## src/rtl/slice_streamer_pkg.sv

```systemverilog
// rtl/slice_streamer_pkg.sv - shared state type and bound helpers for slice_streamer
package slice_streamer_pkg;

  typedef enum logic {
    IDLE   = 1'b0,
    STREAM = 1'b1
  } state_t;

  function automatic int lo_of(input int msb, input int lsb);
    return (msb < lsb) ? msb : lsb;
  endfunction

  function automatic int hi_of(input int msb, input int lsb);
    return (msb < lsb) ? lsb : msb;
  endfunction

endpackage

```

## src/rtl/slice_streamer.sv

```systemverilog
// rtl/slice_streamer.sv - streams successive data_q[ptr+:W] windows of one [MSB:LSB] word
// Optional SLICE_STREAMER_XPAD_EN: keep streaming while ptr <= HI; bits above HI read x.
module slice_streamer
  import slice_streamer_pkg::*;
#(
  parameter int MSB  = 0,
  parameter int LSB  = 0,
  parameter int W    = 2,
  parameter int STEP = W
) (
  input  logic               clk,
  input  logic               rst,
  input  logic               in_valid,
  output logic               in_ready,
  input  logic [MSB:LSB]     in_data,
  output logic               out_valid,
  input  logic               out_ready,
  output logic [W-1:0]       out_data,
  output logic               out_last,
  output logic signed [31:0] out_idx
);

  localparam int LO = lo_of(MSB, LSB);
  localparam int HI = hi_of(MSB, LSB);

  state_t             state_q, state_d;
  logic [MSB:LSB]     data_q, data_d;
  logic signed [31:0] ptr_q, ptr_d;
  logic               streaming;
  logic               at_last;
  logic               beat_done;

  assign streaming = (state_q == STREAM);

`ifdef SLICE_STREAMER_XPAD_EN
  assign at_last = (ptr_q + STEP > HI);
`else
  assign at_last = (ptr_q + STEP + W - 1 > HI);
`endif

  assign beat_done = streaming && out_ready;

  // Window extraction stays a single indexed part-select so bit order follows the declaration.
  assign out_data  = data_q[ptr_q +: W];
  assign out_valid = streaming;
  assign out_last  = streaming && at_last;
  assign out_idx   = ptr_q;
  assign in_ready  = (state_q == IDLE) || (beat_done && at_last);

  always_comb begin
    state_d = state_q;
    data_d  = data_q;
    ptr_d   = ptr_q;
    case (state_q)
      IDLE: begin
        if (in_valid) begin
          data_d  = in_data;
          ptr_d   = LO;
          state_d = STREAM;
        end
      end
      STREAM: begin
        if (beat_done) begin
          if (!at_last) begin
            ptr_d = ptr_q + STEP;
          end else if (in_valid) begin
            data_d = in_data;
            ptr_d  = LO;
          end else begin
            ptr_d   = LO;
            state_d = IDLE;
          end
        end
      end
      default: begin
        state_d = IDLE;
        ptr_d   = LO;
      end
    endcase
  end

  always_ff @(posedge clk or posedge rst) begin
    if (rst) begin
      state_q <= IDLE;
      data_q  <= '0;
      ptr_q   <= LO;
    end else begin
      state_q <= state_d;
      data_q  <= data_d;
      ptr_q   <= ptr_d;
    end
  end

endmodule

```

## config.mk

```make
export PLATFORM = sky130hd
export DESIGN_NAME = slice_streamer
export DESIGN_NICKNAME = d
export VERILOG_FILES = /design/src/rtl/slice_streamer_pkg.sv /design/src/rtl/slice_streamer.sv
export SDC_FILE = /design/constraint.sdc
export NUM_CORES = 1
export LEC_CHECK = 0
export ABC_CLOCK_PERIOD_IN_PS = 2300
export CORE_MARGIN = 2
export CORE_UTILIZATION = 40
export DETAILED_ROUTE_END_ITERATION = 16
export PLACE_DENSITY = 0.67
export RECOVER_POWER = 50
export SYNTH_ARGS = -nofsm -noshare
export SYNTH_HDL_FRONTEND = slang
export SYNTH_SLANG_ARGS = --single-unit
```

## constraint.sdc

```tcl
create_clock -name clk -period 2.3 [get_ports clk]
set_clock_uncertainty 0.05 [all_clocks]
set_input_delay 0.575 -clock clk [delete_from_list [all_inputs] [get_ports clk]]
set_output_delay 0.575 -clock clk [all_outputs]
set_load 0.05 [all_outputs]
```

* Word level (Yosys, flattened, before mapping)
Cells that the tools add are included.
** Word-level totals
- ROM bits :: 0
- Bits of input ports :: 5
- Register bits after elaboration :: 34
- Bits in latches :: 0
- Word-level logic and storage cells :: 30
- Memory bits (writable) :: 0
- Memories kept :: 0
- Output and inout bits :: 37
** Operators by class
- Divide/modulo/power cells :: 0
- Mux-type cells :: 12
- Reduce and logical (&&, ||, !) cells :: 6
- Multiply operators :: 0
- $lt $le $gt $ge :: 1
- $add $sub $neg :: 3
- Bitwise operators :: 1
- Equality and inequality tests :: 3
- Shift-type cells :: 1
** Operators with widths (count)
- $mux W32 :: 3
- $add A32 B3 Y32 const B :: 2
- $pmux W32 S2 :: 1
- $gt A32 B1 Y1 const B :: 1
- $shiftx A1 B32 Y2 :: 1
- $sub A32 B2 Y32 const B :: 1
- $mux W1 :: 6
- $ne A2 B1 Y1 const B :: 2
- $pmux W1 S2 :: 2
- $reduce_and A2 Y1 :: 2
- $logic_and A1 B1 Y1 :: 3
- $ne A2 B2 Y1 const B :: 1
- $logic_or A1 B1 Y1 :: 1
- $not A1 Y1 :: 1

* Longest topological paths before layout
Gate-level depths: netlist of the first run.
- Word-level depth :: 7
- Gate-level depth with buffers :: 7
- Mapped depth without buffers :: 6

* Least setup slack after synthesis of the first run
Ideal clock, no wire load.
- Path type :: reg-to-output
- From :: reg ptr_q[1] (netlist: out_idx[1])
- To :: out out_last
- Data required time :: 1.675 ns
- Slack :: -1.134 ns
- Data arrival time :: 2.809 ns
- Stages on the path, launching flop included :: 7
- Cell sequence :: dfrtp_1 ha_1 nand3_1 nor3_2 buf_4 a31oi_1 nor3_1
** On the way
- Cells in the longest elaborated chain, start to end :: 5
** RTL lines
- start: declaration :: RTL line slice_streamer.sv:28 : logic signed [31:0] ptr_q, ptr_d;
- start signal: assignment :: RTL line slice_streamer.sv:90 : ptr_q <= ptr_d;
- $add A32 B3 Y32 (2 in a row) :: RTL line slice_streamer.sv:38 : assign at_last = (ptr_q + STEP + W - 1 > HI);
- $sub A32 B2 Y32 :: RTL line slice_streamer.sv:38
- $gt A32 B1 Y1 :: RTL line slice_streamer.sv:38
- $logic_and A1 B1 Y1 :: RTL line slice_streamer.sv:46 : assign out_last = streaming && at_last;
- end: declaration :: RTL line slice_streamer.sv:19 : output logic out_last,
No other way between the ends.

* Final worst setup path of the first run
- From :: reg ptr_q[24] (netlist: out_idx[24])
- To :: out in_ready
** On the way
- Cells in the longest elaborated chain, start to end :: 6
** RTL lines
- $add A32 B3 Y32 (2 in a row) :: RTL line slice_streamer.sv:38
- $sub A32 B2 Y32 :: RTL line slice_streamer.sv:38
- $gt A32 B1 Y1 :: RTL line slice_streamer.sv:38
- $logic_and A1 B1 Y1 :: RTL line slice_streamer.sv:48 : assign in_ready = (state_q == IDLE) || (beat_done && at_last);
- $logic_or A1 B1 Y1 :: RTL line slice_streamer.sv:48
- end: declaration :: RTL line slice_streamer.sv:14 : output logic in_ready,
No other way between the ends.

==> out/results.txt, run 1 <==
Outcome -> finished, violations left
Failing checks -> setup timing
Number of synthesized flops with an enable pin -> 0
IO Pins -> 42
Register area -> 863 µm²
Setup TNS -> -262 ps
Worst skew pair latency -> 290 ps
Total leakage power -> 1.30 nW
Clock root buffer master -> clkbuf_8
Slew HR -> 0.436
Yosys warning count -> 0
Hold-fix buffers, CTS -> 0
DIE HEIGHT -> 76.3 µm
Hold Crit Class -> flip-flop to flip-flop
FMAX -> 0.409 GHz
Initial antenna violation count -> 0
Pre-CTS setup slack -> 68.5 ps
Top FF cell, synth -> dfrtp_1
Period minus WS final -> 2450 ps
Total of fill cells in the finished design -> 467
First-pass GRT wire length -> 10000 µm
Initial detailed-routing violation count -> 100
Initial Utilization -> 0.412
Hold path depth -> 1
GRT Total Usage -> 0.216
Die area -> 5820 µm²
Routability cong. -> 0.831
Largest net degree at the start of global routing -> 34
Multi-input gate area -> 1270 µm²
Most frequent cells after synthesis -> nand2_1 (37), dfrtp_1 (33), o21ai_0 (21)
PortBufs -> 39
DPL Wire Length -> 4070 µm
Async set-or-reset flop fraction in the synthesized netlist -> 1.00
CP endpoint kind -> primary output
Ant diodes -> 0
Area contributors post-synth -> dfrtp_1 (40%), nand2_1 (6.6%), o21ai_0 (5.0%)
Sink Count -> 33
Crit path max fanout -> 4
Top-count cell post-synth -> nand2_1
Post-route ant nets -> 0
R2R Setup Slk -> 220 ps
Tcrit/Tclk final -> 1.06
Worst r2r dst -> out_idx[11]
Routed Wire Length -> 6010 µm
#FFs+latches synth -> 33
RSZ-0062 raised after global routing -> yes
Final Hold Vio Count -> 0
Pwr Density -> 399 nW/µm²
Pre-Repair DR Iteration Count -> 4
Final setup vio count -> 2
Library cells used by synthesis -> 41
DRC -> 0
DR vias -> 2174
Register area share after synthesis -> 0.395
Design area -> 3090 µm²
R2r startpoint -> out_idx[1]
Via density -> 5.62
Die X -> 76.3 µm
Mapped cell area -> 2090 µm²
Top-area cell type share of the netlist area -> 0.395
Min-Delay Endpoint -> data_q
Fin util -> 0.608
Clock Tree Buf Depth -> 2
Worst endpoint required time -> 1670 ps
Number of nets in the layout -> 323
Syn avg cell area -> 8.63 µm²
Area post-placement -> 2900 µm²
Hold Slack -> 446 ps
Cells after Synth -> 242
Grt total ovfl -> 0
CTS H-Tree Depth -> 2
CTS tree -> yes
Inserted Clock Buffers -> 5
Vias in the first global route -> 2045
Setup ws final -> -145 ps
Count of pins over their slew limit -> 0
Maximum vdd ir drop -> 0.230 mV
Share of cells above drive strength 1 -> 0.331
Worst-Margin Slew -> 846 ps
Cell taking the most area after synthesis -> dfrtp_1
Routed WL per cell -> 15.5 µm
R2R cell count -> 9
Core Area -> 5070 µm²
CP arrival -> 1820 ps
Min-delay src -> data_q
P&R area growth vs syn -> 47.7%
Worst-path clk slew -> 80 ps
Critical path start-end classification -> flip-flop to primary output
Max-Cap Viols -> 0
Row count -> 26
Startpoint Class -> flip-flop
==> state kept, by name, indices dropped and copies added (netlist names) <==
name	cells
out_valid	1
out_idx	31
data_q	1
==> power by group <==
group          total, mW  switching, mW  internal (mW)
sequential         0.592        0.00473          0.588
clock              0.470          0.225          0.244
combinational      0.169          0.107         0.0620
==> layer usage <==
layer  vias up  share of wire  global-route usage  routed length [µm]
met1      1066           0.48               0.295                2890
met5         -              0                   0                   0
met4         0          0.014              0.0727                  87
li1       1045              -                   -                   -
met3         9          0.040              0.0509                 238
met2        54           0.47               0.337                2800
==> final cells by class <==
type,count,share of cell area
multi-input cells,186,0.411
flip-flops and latches,33,0.280
repair buffers,81,0.241
clock buffers,8,0.0292
well taps,70,0.0284
inverters,9,0.0109
==> worst max path at each step <==
stage / start / to / depth (start not counted)
6_report: out_idx[24] / in_ready / 6
5_1_grt: out_idx[11] / in_ready / 6
4_1_cts: out_idx[14] / in_ready / 6
3_5_place_dp: out_ready / out_idx[30] / 6
3_3_place_gp: out_ready / out_idx[30] / 6
2_1_floorplan: out_idx[2] / out_last / 6
==> cell usage in the layout, fill, tap and decap left out, drive strengths merged <==
| master | Yosys | routed |
|---|---|---|
| and3 | 15 | 15 |
| a31oi | 5 | 5 |
| o31ai | 6 | 6 |
| o21bai | 1 | 1 |
| ha | 2 | 2 |
| a22oi | 6 | 6 |
| and4 | 7 | 7 |
| o21ai | 24 | 24 |
| xor2 | 6 | 6 |
| clkbuf | 5 | 9 |
| nor3b | 1 | 1 |
| buf | 10 | 46 |
| o311ai | 3 | 3 |
| nor3 | 5 | 5 |
| nand4 | 8 | 8 |
| and4b | 1 | 1 |
| or4 | 1 | 1 |
| clkdlybuf4s50 | 0 | 32 |
| o41ai | 1 | 1 |
| o32ai | 1 | 1 |
| a21oi | 3 | 3 |
| dfrtp | 33 | 33 |
| nand2 | 37 | 37 |
| inv | 9 | 9 |
| conb | 1 | 2 |
| nor2 | 11 | 11 |
| a21o | 2 | 2 |
| o22ai | 3 | 3 |
| o211ai | 5 | 5 |
| and2 | 5 | 5 |
| a41oi | 3 | 3 |
| dlygate4sd3 | 0 | 1 |
| nor4 | 2 | 2 |
| dlymetal6s2s | 0 | 1 |
| xnor2 | 1 | 1 |
| mux2 | 1 | 1 |
| nand3 | 18 | 18 |
==> repair_timing <==
| action | CTS | global route |
|---|---|---|
| pin swaps | 2 | 2 |
| buffers inserted | 4 | 3 |
| setup endpoints to repair | 2 | 3 |
| gates resized for setup | 7 | 3 |
==> per-stage QoR <==
stage	std cells	power (mW)
2_1_floorplan	243	0.699
6_report	387	1.23
5_1_grt	387	1.29
3_5_place_dp	372	0.775
3_3_place_gp	372	0.774
4_1_cts	384	1.24
==> cells by family (layout without fill, tap and decap cells) <==
family / after synthesis / in the layout / synth area share
buffers and inverters: 24 / 98 / 0.0551
and+or+nand+nor: 111 / 111 / 0.290
DFF: 33 / 33 / 0.395
xor gates and xnor gates: 7 / 7 / 0.0293
AOI/OAI and AO/OA: 63 / 63 / 0.211
muxes: 1 / 1 / 0.00539
other: 1 / 2 / 0.00179
adders and majority gates: 2 / 2 / 0.0120
==> critical path, stage by stage, from the launching register on <==
cell and delay, ps:
dfrtp_2 420, and3_1 250, and4_4 220, a31oi_4 200, nor2_2 80, a21o_4 210, buf_12 140
No activity file was read; power rests on OpenSTA's default activity.
==> inputs of run 2 (changes only) <==
--- a/config.mk
+++ b/config.mk
@@ -7,9 +7,9 @@
 export LEC_CHECK = 0
 export ABC_CLOCK_PERIOD_IN_PS = 2300
 export CORE_MARGIN = 2
-export CORE_UTILIZATION = 40
+export CORE_UTILIZATION = 39
 export DETAILED_ROUTE_END_ITERATION = 16
-export PLACE_DENSITY = 0.67
+export PLACE_DENSITY = 0.66
 export RECOVER_POWER = 50
 export SYNTH_ARGS = -nofsm -noshare
 export SYNTH_HDL_FRONTEND = slang
==> out/results.txt, run 2 (synthesis results as in run 1) <==
Slew HR -> 0.425
Worst-path clk slew -> 70 ps
Post-route ant nets -> 0
Largest net degree at the start of global routing -> 34
Number of nets in the layout -> 316
Commonest non-fill, non-tap cell in the layout -> nand2_1
Cells along the critical path -> and4_4 -> and3_1 -> a31oi_4 -> nor2_1 -> a21o_4 -> buf_12
Initial detailed-routing violation count -> 110
CP arrival -> 1880 ps
DIE HEIGHT -> 77.2 µm
RSZ-0062 raised after global routing -> yes
Startpoint Class -> flip-flop
Sink Count -> 33
Max reg flops -> 31
Commonest non-fill, non-tap cells in the layout -> nand2_1 (37), clkdlybuf4s50_1 (31), dfrtp_2 (27), buf_4 (27), o21ai_0 (21)
Clock Tree Buf Depth -> 2
Routed WL per cell -> 15.5 µm
Pwr Density -> 400 nW/µm²
CTS H-Tree Depth -> 2
Row count -> 26
DP Cell Count -> 370
Routed Wire Length -> 5900 µm
Initial Utilization -> 0.407
Setup TNS -> -320 ps
Setup ws final -> -201 ps
DRC -> 0
Critical path start-end classification -> flip-flop to primary output
Outcome -> finished, violations left
R2R Setup Slk -> 0 ps
Max-Cap Viols -> 0
CP max stage cell -> dfrtp_2
Period minus WS final -> 2500 ps
DR vias -> 2108
Worst endpoint required time -> 1670 ps
Die area -> 5960 µm²
Initial antenna violation count -> 0
Hold Crit Class -> flip-flop to flip-flop
Die X -> 77.2 µm
DPL Wire Length -> 4180 µm
FMAX -> 0.400 GHz
Final setup vio count -> 4
Clock root buffer master -> clkbuf_8
Routability cong. -> 0.941
IO Pins -> 42
Maximum vdd ir drop -> 0.289 mV
P&R area growth vs syn -> 41.5%
Worst-Margin Slew -> 863 ps
Post-Layout Cell Count -> 380
Vias in the first global route -> 1963
CP endpoint kind -> primary output
Design area -> 2960 µm²
Failing checks -> setup timing
Crit path max fanout -> 5
Pre-Repair DR Iteration Count -> 4
Crit path largest cell delay -> 420 ps
Count of pins over their slew limit -> 0
First-pass GRT wire length -> 9560 µm
Via density -> 5.55
Area post-placement -> 2890 µm²
Final Hold Vio Count -> 0
Total leakage power -> 1.20 nW
Core Area -> 5140 µm²
Worst skew pair latency -> 290 ps
GRT Total Usage -> 0.203
Hold-fix buffers, CTS -> 0
Ant diodes -> 0
Inserted Clock Buffers -> 5
Grt total ovfl -> 0
Share of cells above drive strength 1 -> 0.290
Pre-CTS setup slack -> 52.2 ps
Tcrit/Tclk final -> 1.09
PortBufs -> 39
CTS tree -> yes
## run 2: cell types whose count changed in the layout (fill, tap and decap cells not counted), moves of 2 or more
cell      delta
buf_4       -15
clkbuf_2     +4
and4_1       +2
clkbuf_1     +5
clkinv_2     +2
and4_4       -2
## run 2: worst paths after layout
path,startpoint,endpoint,cells past startpoint
worst min-delay path,data_q,data_q,1
max in group asynchronous,rst,out_idx[1],3
worst max-delay path,out_idx[28],in_ready,6
worst min register to register,data_q,data_q,1
worst max register to register,out_idx[8],out_idx[18],8
min in group asynchronous,rst,out_idx[2],3
## run 2: critical path: cells and delay by family (launching register included)
| kind | cells | cell delay [ps] |
|---|---|---|
| AND/OR/NAND/NOR | 3 | 550 |
| AO/OA/AOI/OAI | 2 | 470 |
| flip-flops | 1 | 420 |
| buffers and inverters | 1 | 140 |
## run 2: layer usage
metal | routed length [µm] | part of all wire | global-route usage | vias up
met2 | 2790 | 0.47 | 0.324 | 55
li1 | - | - | - | 1026
met4 | 93 | 0.016 | 0.0768 | 0
met5 | 0 | 0 | 0 | -
met1 | 2770 | 0.47 | 0.269 | 1017
met3 | 248 | 0.042 | 0.0447 | 10
## run 2: cell type report
| class | instances | area [µm²] |
|---|---|---|
| clock inverter | 2 | 10.0 |
| tap | 70 | 87.6 |
| inverter | 9 | 33.8 |
| timing repair buffer | 74 | 651 |
| fill | 496 | 2180 |
| sequential | 33 | 863 |
| multi-input combinational | 186 | 1240 |
| clock buffer | 6 | 72.6 |
## run 2: where the power goes
part / total [mW] / internal, mW / switching [mW]
Clock: 0.425 / 0.209 / 0.215
Sequential: 0.593 / 0.588 / 0.00492
Combinational: 0.166 / 0.0611 / 0.105
## run 2: timing repair
action                     CTS  global route
pin swaps                    1             1
setup endpoints to repair    2             2
gates resized for setup      0             6
buffers inserted             1             1
## run 2: through the flow
step	power (mW)	hold WS, ps	utilization
4_1_cts	1.21	440	0.579
5_1_grt	1.24	455	0.575
3_3_place_gp	0.774	420	0.562
3_5_place_dp	0.775	424	0.562
6_report	1.18	434	0.575
2_1_floorplan	0.699	399	-
